File: src/rtl/multicyc_datapath_if.sv
`default_nettype none
// ============================================================================
//  Module   : multicyc_datapath_if
//  Purpose  : Bundles the control, status and memory signals between the
//             multicycle MIPS datapath and its controller/memory environment.
//  Modports : master - controller + memory side (drives selects/enables and
//                      mem_rdata; observes opcode, memory request, ovf_exc)
//             slave  - datapath side
//  Revision : 1.0 - initial release
// ============================================================================
interface multicyc_datapath_if;
   // controller -> datapath
   logic        mem_addr_sel;
   logic        ir_we;
   logic        alu_srca_sel;
   logic [1:0]  alu_srcb_sel;
   logic [1:0]  aluop;
   logic        mem_rd;
   logic        mem_wr;
   logic        reg_we;
   logic        pc_we;
   logic        wreg_dst_sel;
   logic        wrbck_data_sel;
   // datapath -> controller / memory
   logic [5:0]  opcode;
   logic [31:0] mem_addr;
   logic [31:0] mem_wdata;
   logic        mem_re;
   logic        mem_we;
   logic        ovf_exc;
   // memory -> datapath
   logic [31:0] mem_rdata;

   modport master (
      output mem_addr_sel, ir_we, alu_srca_sel, alu_srcb_sel, aluop,
             mem_rd, mem_wr, reg_we, pc_we, wreg_dst_sel, wrbck_data_sel,
             mem_rdata,
      input  opcode, mem_addr, mem_wdata, mem_re, mem_we, ovf_exc
   );

   modport slave (
      input  mem_addr_sel, ir_we, alu_srca_sel, alu_srcb_sel, aluop,
             mem_rd, mem_wr, reg_we, pc_we, wreg_dst_sel, wrbck_data_sel,
             mem_rdata,
      output opcode, mem_addr, mem_wdata, mem_re, mem_we, ovf_exc
   );
endinterface
`default_nettype wire

File: src/rtl/multicyc_datapath.sv
`default_nettype none
// ============================================================================
//  Module   : multicyc_datapath
//  Purpose  : Datapath of the multicycle MIPS core: PC, IR, MDR, A/B operand
//             latches, ALUOut, 32x32 register file and ALU, driving a unified
//             single-port instruction/data memory.
//  Ports    : clk   - clock, all state updates on posedge
//             reset - asynchronous active-high reset
//             bus   - multicyc_datapath_if.slave (controls in, opcode,
//                     memory request and sticky overflow flag out)
//  Params   : RESET_PC - PC value loaded on reset
//  Revision : 1.0 - initial release
// ============================================================================
module multicyc_datapath #(
   parameter logic [31:0] RESET_PC = 32'h0000_0000
) (
   input  wire logic          clk,
   input  wire logic          reset,
   multicyc_datapath_if.slave bus
);

   localparam logic [5:0] c_FN_ADD  = 6'h20;
   localparam logic [5:0] c_FN_ADDU = 6'h21;
   localparam logic [5:0] c_FN_SUB  = 6'h22;
   localparam logic [5:0] c_FN_SUBU = 6'h23;
   localparam logic [5:0] c_FN_AND  = 6'h24;
   localparam logic [5:0] c_FN_OR   = 6'h25;
   localparam logic [5:0] c_FN_SLT  = 6'h2a;

   // ------------------------------------------------------------------------
   // State
   // ------------------------------------------------------------------------
   logic [31:0] r_pc;
   logic [31:0] r_ir;
   logic [31:0] r_mdr;
   logic [31:0] r_a;
   logic [31:0] r_b;
   logic [31:0] r_aluout;
   logic        r_ovf_q;
   logic        r_ovf_exc;
   logic [31:0] r_rf [0:31];

   // ------------------------------------------------------------------------
   // Instruction fields and register-file read ports
   // ------------------------------------------------------------------------
   logic [4:0]  w_rs;
   logic [4:0]  w_rt;
   logic [4:0]  w_rd;
   logic [5:0]  w_funct;
   logic [31:0] w_imm_sext;
   logic [31:0] w_rs_data;
   logic [31:0] w_rt_data;

   assign w_rs       = r_ir[25:21];
   assign w_rt       = r_ir[20:16];
   assign w_rd       = r_ir[15:11];
   assign w_funct    = r_ir[5:0];
   assign w_imm_sext = {{16{r_ir[15]}}, r_ir[15:0]};

   // Register 0 is hardwired to zero on the read side.
   assign w_rs_data = (w_rs == 5'd0) ? 32'd0 : r_rf[w_rs];
   assign w_rt_data = (w_rt == 5'd0) ? 32'd0 : r_rf[w_rt];

   // ------------------------------------------------------------------------
   // ALU
   // ------------------------------------------------------------------------
   logic [31:0] w_srca;
   logic [31:0] w_srcb;
   logic [31:0] w_sum;
   logic [31:0] w_diff;
   logic        w_add_ovf;
   logic        w_sub_ovf;
   logic        w_slt;
   logic [31:0] w_alu_res;
   logic        w_ovf;

   assign w_srca = bus.alu_srca_sel ? r_a : r_pc;

   always_comb begin
      w_srcb = r_b;
      case (bus.alu_srcb_sel)
         2'b00:   w_srcb = r_b;
         2'b01:   w_srcb = 32'd4;
         2'b10:   w_srcb = w_imm_sext;
         default: w_srcb = 32'd0;
      endcase
   end

   assign w_sum  = w_srca + w_srcb;
   assign w_diff = w_srca - w_srcb;
   // Signed overflow: same-sign operands (sub: A vs ~B) producing a result
   // whose sign differs from A.
   assign w_add_ovf = (w_srca[31] == w_srcb[31]) && (w_sum[31]  != w_srca[31]);
   assign w_sub_ovf = (w_srca[31] != w_srcb[31]) && (w_diff[31] != w_srca[31]);
   assign w_slt     = ($signed(w_srca) < $signed(w_srcb));

   always_comb begin
      w_alu_res = w_sum;
      w_ovf     = 1'b0;
      case (bus.aluop)
         2'b00: begin
            w_alu_res = w_sum;
            w_ovf     = w_add_ovf;
         end
         2'b10: begin
            case (w_funct)
               c_FN_ADD: begin
                  w_alu_res = w_sum;
                  w_ovf     = w_add_ovf;
               end
               c_FN_ADDU: w_alu_res = w_sum;
               c_FN_SUB: begin
                  w_alu_res = w_diff;
                  w_ovf     = w_sub_ovf;
               end
               c_FN_SUBU: w_alu_res = w_diff;
               c_FN_AND:  w_alu_res = w_srca & w_srcb;
               c_FN_OR:   w_alu_res = w_srca | w_srcb;
               c_FN_SLT:  w_alu_res = {31'd0, w_slt};
               default:   w_alu_res = 32'd0;
            endcase
         end
         default: w_alu_res = w_sum;   // 01 and 11 are both ADDU
      endcase
   end

   // ------------------------------------------------------------------------
   // Write-back: uses ALUOut/MDR/ovf_q registered in the previous cycle and
   // the pre-edge IR for the destination.
   // ------------------------------------------------------------------------
   logic [4:0]  w_wreg;
   logic [31:0] w_wdata;
   logic        w_ovf_block;
   logic        w_rf_we;

   assign w_wreg      = bus.wreg_dst_sel ? w_rd : w_rt;
   assign w_wdata     = bus.wrbck_data_sel ? r_mdr : r_aluout;
   // An ALU result that overflowed never reaches the register file.
   assign w_ovf_block = bus.reg_we && !bus.wrbck_data_sel && r_ovf_q;
   assign w_rf_we     = bus.reg_we && (w_wreg != 5'd0) && !w_ovf_block;

   always_ff @(posedge clk or posedge reset) begin
      if (reset) begin
         r_pc      <= RESET_PC;
         r_ir      <= 32'd0;
         r_mdr     <= 32'd0;
         r_a       <= 32'd0;
         r_b       <= 32'd0;
         r_aluout  <= 32'd0;
         r_ovf_q   <= 1'b0;
         r_ovf_exc <= 1'b0;
         for (int i = 0; i < 32; i++) begin
            r_rf[i] <= 32'd0;
         end
      end else begin
         r_a      <= w_rs_data;
         r_b      <= w_rt_data;
         r_aluout <= w_alu_res;
         r_ovf_q  <= w_ovf;
         r_mdr    <= bus.mem_rdata;
         if (bus.ir_we) begin
            r_ir <= bus.mem_rdata;
         end
         if (bus.pc_we) begin
            r_pc <= w_alu_res;
         end
         if (w_rf_we) begin
            r_rf[w_wreg] <= w_wdata;
         end
         if (w_ovf_block) begin
            r_ovf_exc <= 1'b1;
         end
      end
   end

   // ------------------------------------------------------------------------
   // Outputs
   // ------------------------------------------------------------------------
   assign bus.opcode    = r_ir[31:26];
   assign bus.mem_addr  = bus.mem_addr_sel ? r_aluout : r_pc;
   assign bus.mem_wdata = r_b;
   assign bus.mem_re    = bus.mem_rd;
   assign bus.mem_we    = bus.mem_wr;
   assign bus.ovf_exc   = r_ovf_exc;

endmodule
`default_nettype wire

File: src/flat_wrapper.sv
// flat-port wrapper written by rule: the top's interface ports become plain ports
module multicyc_datapath_flat 
#(
   parameter logic [31:0] RESET_PC = 32'h0000_0000
)
  (clk, reset, bus_mem_addr_sel, bus_ir_we, bus_alu_srca_sel, bus_alu_srcb_sel, bus_aluop, bus_mem_rd, bus_mem_wr, bus_reg_we, bus_pc_we, bus_wreg_dst_sel, bus_wrbck_data_sel, bus_mem_rdata, bus_opcode, bus_mem_addr, bus_mem_wdata, bus_mem_re, bus_mem_we, bus_ovf_exc);
  multicyc_datapath_if bus_i ();
  input  wire logic clk;
  input  wire logic reset;
  input wire logic [$bits(bus_i.mem_addr_sel)-1:0] bus_mem_addr_sel;
  input wire logic [$bits(bus_i.ir_we)-1:0] bus_ir_we;
  input wire logic [$bits(bus_i.alu_srca_sel)-1:0] bus_alu_srca_sel;
  input wire logic [$bits(bus_i.alu_srcb_sel)-1:0] bus_alu_srcb_sel;
  input wire logic [$bits(bus_i.aluop)-1:0] bus_aluop;
  input wire logic [$bits(bus_i.mem_rd)-1:0] bus_mem_rd;
  input wire logic [$bits(bus_i.mem_wr)-1:0] bus_mem_wr;
  input wire logic [$bits(bus_i.reg_we)-1:0] bus_reg_we;
  input wire logic [$bits(bus_i.pc_we)-1:0] bus_pc_we;
  input wire logic [$bits(bus_i.wreg_dst_sel)-1:0] bus_wreg_dst_sel;
  input wire logic [$bits(bus_i.wrbck_data_sel)-1:0] bus_wrbck_data_sel;
  input wire logic [$bits(bus_i.mem_rdata)-1:0] bus_mem_rdata;
  output wire logic [$bits(bus_i.opcode)-1:0] bus_opcode;
  output wire logic [$bits(bus_i.mem_addr)-1:0] bus_mem_addr;
  output wire logic [$bits(bus_i.mem_wdata)-1:0] bus_mem_wdata;
  output wire logic [$bits(bus_i.mem_re)-1:0] bus_mem_re;
  output wire logic [$bits(bus_i.mem_we)-1:0] bus_mem_we;
  output wire logic [$bits(bus_i.ovf_exc)-1:0] bus_ovf_exc;
  assign bus_i.mem_addr_sel = bus_mem_addr_sel;
  assign bus_i.ir_we = bus_ir_we;
  assign bus_i.alu_srca_sel = bus_alu_srca_sel;
  assign bus_i.alu_srcb_sel = bus_alu_srcb_sel;
  assign bus_i.aluop = bus_aluop;
  assign bus_i.mem_rd = bus_mem_rd;
  assign bus_i.mem_wr = bus_mem_wr;
  assign bus_i.reg_we = bus_reg_we;
  assign bus_i.pc_we = bus_pc_we;
  assign bus_i.wreg_dst_sel = bus_wreg_dst_sel;
  assign bus_i.wrbck_data_sel = bus_wrbck_data_sel;
  assign bus_i.mem_rdata = bus_mem_rdata;
  assign bus_opcode = bus_i.opcode;
  assign bus_mem_addr = bus_i.mem_addr;
  assign bus_mem_wdata = bus_i.mem_wdata;
  assign bus_mem_re = bus_i.mem_re;
  assign bus_mem_we = bus_i.mem_we;
  assign bus_ovf_exc = bus_i.ovf_exc;
  multicyc_datapath #(.RESET_PC(RESET_PC)) u_core (.clk(clk), .reset(reset), .bus(bus_i));
endmodule
File: config.mk
export PLATFORM = sky130hd
export DESIGN_NAME = multicyc_datapath_flat
export DESIGN_NICKNAME = d
export VERILOG_FILES = /design/src/rtl/multicyc_datapath_if.sv /design/src/rtl/multicyc_datapath.sv /design/src/flat_wrapper.sv
export SDC_FILE = /design/constraint.sdc
export NUM_CORES = 2
export LEC_CHECK = 0
export ABC_CLOCK_PERIOD_IN_PS = 90000
export CORE_ASPECT_RATIO = 0.7
export CORE_MARGIN = 1
export CORE_UTILIZATION = 34
export CTS_CLUSTER_SIZE = 25
export DETAILED_ROUTE_END_ITERATION = 6
export RECOVER_POWER = 25
export SLEW_MARGIN = 30
export SYNTH_ARGS = -nofsm -noshare
export SYNTH_HDL_FRONTEND = slang
export SYNTH_SLANG_ARGS = --single-unit
File: constraint.sdc
create_clock -name clk -period 90 [get_ports clk]
set_input_delay 18 -clock clk [delete_from_list [all_inputs] [get_ports clk]]
set_output_delay 18 -clock clk [all_outputs]
set_load 0.01 [all_outputs]
==> out/qor.txt <==
==================================================================================================
Number of warnings issued by yosys ..................................................            0
Max stage delay on crit path ........................................................      0.67 ns
Share of the clock period used by the worst path ....................................       41.79%
Violated checks ..................................................................... capacitance limit, slew limit
Number of clock buffers inserted by TritonCTS .......................................          110
Kind of end point of the critical path ..............................................  output port
Status .............................................................................. finished, violations left
Post-layout minimum cycle time ......................................................     37.61 ns
Detailed Route WL ...................................................................     224.7 mm
Cell area after placement ........................................................... 0.06884 sq mm
Initial cell density of the core ....................................................       34.45%
Detail-routed net length per standard cell ..........................................     27.24 um
Total of endpoints with negative setup slack in the final report ....................            0
F_max ...............................................................................  0.02659 GHz
CTS-repair resized insts ............................................................            0
Cell leakage power ..................................................................   0.03005 uW
Pin count of the biggest net entering global routing ................................          158
Area leader, netlist ................................................................ sky130_fd_sc_hd__dfrtp_1
Switching pwr .......................................................................     882.7 uW
Max-capacitance violation count .....................................................           21
Maximum clock skew at final layout ..................................................   0.03249 ns
Share of layout cells above drive strength 1 ........................................       20.03%
Clock transition time at the flip-flop clock pins of the worst setup and hold paths .      0.07 ns
Highest-delay cell along the critical path .......................................... sky130_fd_sc_hd__buf_2
Multiplexer area fraction after synthesis ...........................................       24.43%
Net count after synthesis ...........................................................        6,002
Area of the core .................................................................... 0.1889 sq mm
Slew at the pin closest to its max-slew limit .......................................     7.984 ns
Clock insertion delay at the later pin of the skew report ...........................      0.76 ns
Power per Cell Area ................................................................. 33.03 mW/mm^2
Dominant combinational cell family by area after synthesis .......................... multiplexers
Unrepaired setup endpoints after global routing .....................................           no
GRT Resource Usage Total ............................................................       23.04%
Clock network fraction of design power ..............................................        21.3%
DR iter-0 viols .....................................................................        6,028
Worst setup path category ........................................................... input pin to output port
Total power consumption of the routed design ........................................      2401 uW
Synth area leaders .................................................................. sky130_fd_sc_hd__dfrtp_1, sky130_fd_sc_hd__mux4_2, sky130_fd_sc_hd__a21oi_1, sky130_fd_sc_hd__nor2_1, sky130_fd_sc_hd__mux2i_1
Post-synthesis compound-gate area fraction ..........................................       13.20%
Number of buffers inserted for hold repair after clock tree synthesis ...............            0
Flop pwr share ......................................................................        40.8%
Vias in the first global route ......................................................       47.68k
Final GP Congestion .................................................................       0.9688
Depth of the critical timing path with buffers and inverters included ...............            3
Sum of overflow across all layers after global routing ..............................            0
Area used by multi-input combinational logic ........................................ 0.03229 sq mm
Placement Setup Slack ...............................................................     52.42 ns
Vias after detailed routing .........................................................       49.09k
Root cell of the clock tree ......................................................... sky130_fd_sc_hd__clkbuf_16
Nets ................................................................................        5,806
Footprint of the flip-flops and latches ............................................. 0.03050 sq mm
Avg Vias per Cell ...................................................................        5.951
Predominant post-synthesis flop cell ................................................ sky130_fd_sc_hd__dfrtp_1
Required time of the critical path ..................................................     72.00 ns
Number of instances on the worst hold path ..........................................            0
Switch share ........................................................................       36.77%
Area share of xor/xnor cells in the synthesized design ..............................      0.2961%
WP buf/inv ..........................................................................            2
Area Overhead vs Synth ..............................................................       11.70%
Cell with the most instances after synthesis ........................................ sky130_fd_sc_hd__dfrtp_1
Fraction of post-synthesis cell area in the top cell type by area ...................       46.84%
Post-synthesis async set-or-reset flop share ........................................       100.0%
Cell-by-cell trace of the critical path ............................................. buf_2, mux2_2, clkdlybuf4s50_1
Worst setup SP type .................................................................    input pin
Worst rel slew slack ................................................................      -432.2%
Number of standard-cell rows in the floorplan .......................................          133
Longest Clk Path Bufs ...............................................................            3
Setup WS post-layout ................................................................     52.39 ns
Area of all placed cells without fillers ............................................ 0.07268 sq mm
Proportion of synthesized chip area in sequential cells .............................       46.84%
Highest net fanout along the worst path .............................................           32
Number of synthesized flops with an enable pin ......................................            0
Cells on worst reg2reg path .........................................................            8
Horizontal extent of the die ........................................................     524.9 um
Die Span Y ..........................................................................       368 um
Post-Syn Instances ..................................................................        5,857
Total of flip-flops plus latches after synthesis ....................................        1,218
Netlist Area Pre-Place .............................................................. 0.06506 sq mm
Combinational power share ...........................................................        37.9%
DRC violations left .................................................................            0
Hold Vio Cnt, Final .................................................................            0
Total half-perimeter wirelength after legalization and detailed placement ...........     138.2 mm
# H-tree levels .....................................................................            3
Global-route wire length before repair ..............................................     330.3 mm
Port-buffer cells ...................................................................          115
Worst VDD drop ......................................................................     19.20 uV
Top cells by instance count after synthesis ......................................... sky130_fd_sc_hd__dfrtp_1, sky130_fd_sc_hd__nor2_1, sky130_fd_sc_hd__a21oi_1
1st-pass router iterations ..........................................................            6
Post-synthesis cell type count ......................................................           93
Int Pwr .............................................................................      1518 uW
Final max-slew violation count ......................................................        1,019
Filler cell count in the final layout ...............................................       18.04k
Number of top-level design ports ....................................................          120
Syn_area_per_cell ...................................................................  11.11 sq um
CP Data Arrival Time ................................................................     19.61 ns
Clock sink count ....................................................................        1,218
TritonCTS clock tree ................................................................        built
Antenna violation net count after detailed routing ..................................            0
Full die area ....................................................................... 0.1931 sq mm
Number of antenna violations at the first check in global routing ...................            3
Kind of cell adding the most delay to the critical path ............................. buffers and inverters
Total negative slack ................................................................         0 ns
Path class of the lowest-slack min-delay path ....................................... register to register
Synth Area in Adders ................................................................       1.908%
Number of setup buffers added after CTS .............................................            0
Simple-Gate Fraction of Synth Area ..................................................       9.092%
==================================================================================================
## cells by family after synthesis
kind of cell | Yosys count
mux | 878
buf+inv | 684
flops | 1218
xor+xnor | 22
compound gates | 1506
fa+ha+maj | 98
simple gates | 1451
## power by group through the flow
stage               logic, uW  registers, uW  clock network (uW)
finish                    910            980                 510
detailed placement        892            980                   0
CTS                       896            973                 516
global route              988           1010                 539
floorplan                 678            911                   0
global placement          869            964                   0
## routing by layer
| metal | vias up | wire length [um] | global-route usage, % |
|---|---|---|---|
| met2 | 2506 | 97530 | 33.45 |
| met1 | 25305 | 98040 | 33.90 |
| met4 | 2 | 6638 | 7.004 |
| met3 | 382 | 22510 | 5.420 |
| met5 | - | 12 | 0 |
| li1 | 20897 | - | - |
## metrics by stage
stage	util [%]	std cells	hold WS [ns]
CTS	38.48	8242	0.3986
finish	38.48	8250	0.3944
global placement	36.27	8028	0.3763
floorplan	-	5857	0.4413
detailed placement	36.45	8039	0.3840
global route	38.48	8249	0.4120
## sequential cells by signal, indices dropped and copies added (netlist names)
| signal | count |
|---|---|
| u_core.bus.ovf_exc | 1 |
| u_core.r_pc | 32 |
| u_core.r_ir | 32 |
| u_core.r_mdr | 32 |
| u_core.r_rf | 1024 |
| u_core.r_ovf_q | 1 |
| u_core.r_aluout | 32 |
| u_core.r_a | 32 |
| u_core.bus.mem_wdata | 32 |
## layout make-up
type                       count  share of cell area, %
clock buffer                 150                  4.326
clock inverter                53                 0.9486
tap                         2497                  4.299
multi-input combinational   3955                  44.43
antenna                        1               0.003443
sequential                  1218                  41.97
timing repair buffer         269                  3.464
inverter                     107                 0.5612
## layout by cell type, fill, tap and decap left out, types with 37 or more instances in the layout
cell and n:
sky130_fd_sc_hd__mux4_2 554, sky130_fd_sc_hd__clkdlybuf4s50_1 77, sky130_fd_sc_hd__o21ai_0 252, sky130_fd_sc_hd__o22ai_1 47, sky130_fd_sc_hd__a21oi_1 919, sky130_fd_sc_hd__mux2_2 140
sky130_fd_sc_hd__inv_1 101, sky130_fd_sc_hd__a211oi_1 37, sky130_fd_sc_hd__dfrtp_1 1211, sky130_fd_sc_hd__clkbuf_1 39, sky130_fd_sc_hd__mux2i_1 152, sky130_fd_sc_hd__ha_1 96
sky130_fd_sc_hd__buf_4 104, sky130_fd_sc_hd__nand2_1 293, sky130_fd_sc_hd__nor2_1 958, sky130_fd_sc_hd__clkbuf_16 111
## path summary, 6_finish.rpt
check,to,start,slack [ns]
hold reg to reg,u_core.r_rf[1019]$_DFFE_PP0P_,u_core.r_rf[1019]$_DFFE_PP0P_,0.39
hold / removal,u_core.r_rf[1019]$_DFFE_PP0P_,u_core.r_rf[1019]$_DFFE_PP0P_,0.39
min in group asynchronous,u_core.r_rf[726]$_DFFE_PP0P_,reset,19.21
setup / recovery,bus_mem_addr[25],bus_mem_addr_sel,52.39
max in group asynchronous,u_core.r_ir[23]$_DFFE_PP0P_,reset,64.98
setup reg to reg,u_core.r_a[5]$_DFF_PP0_,u_core.r_ir[21]$_DFFE_PP0P_,75.03
Power figures use the tool's default switching activity.
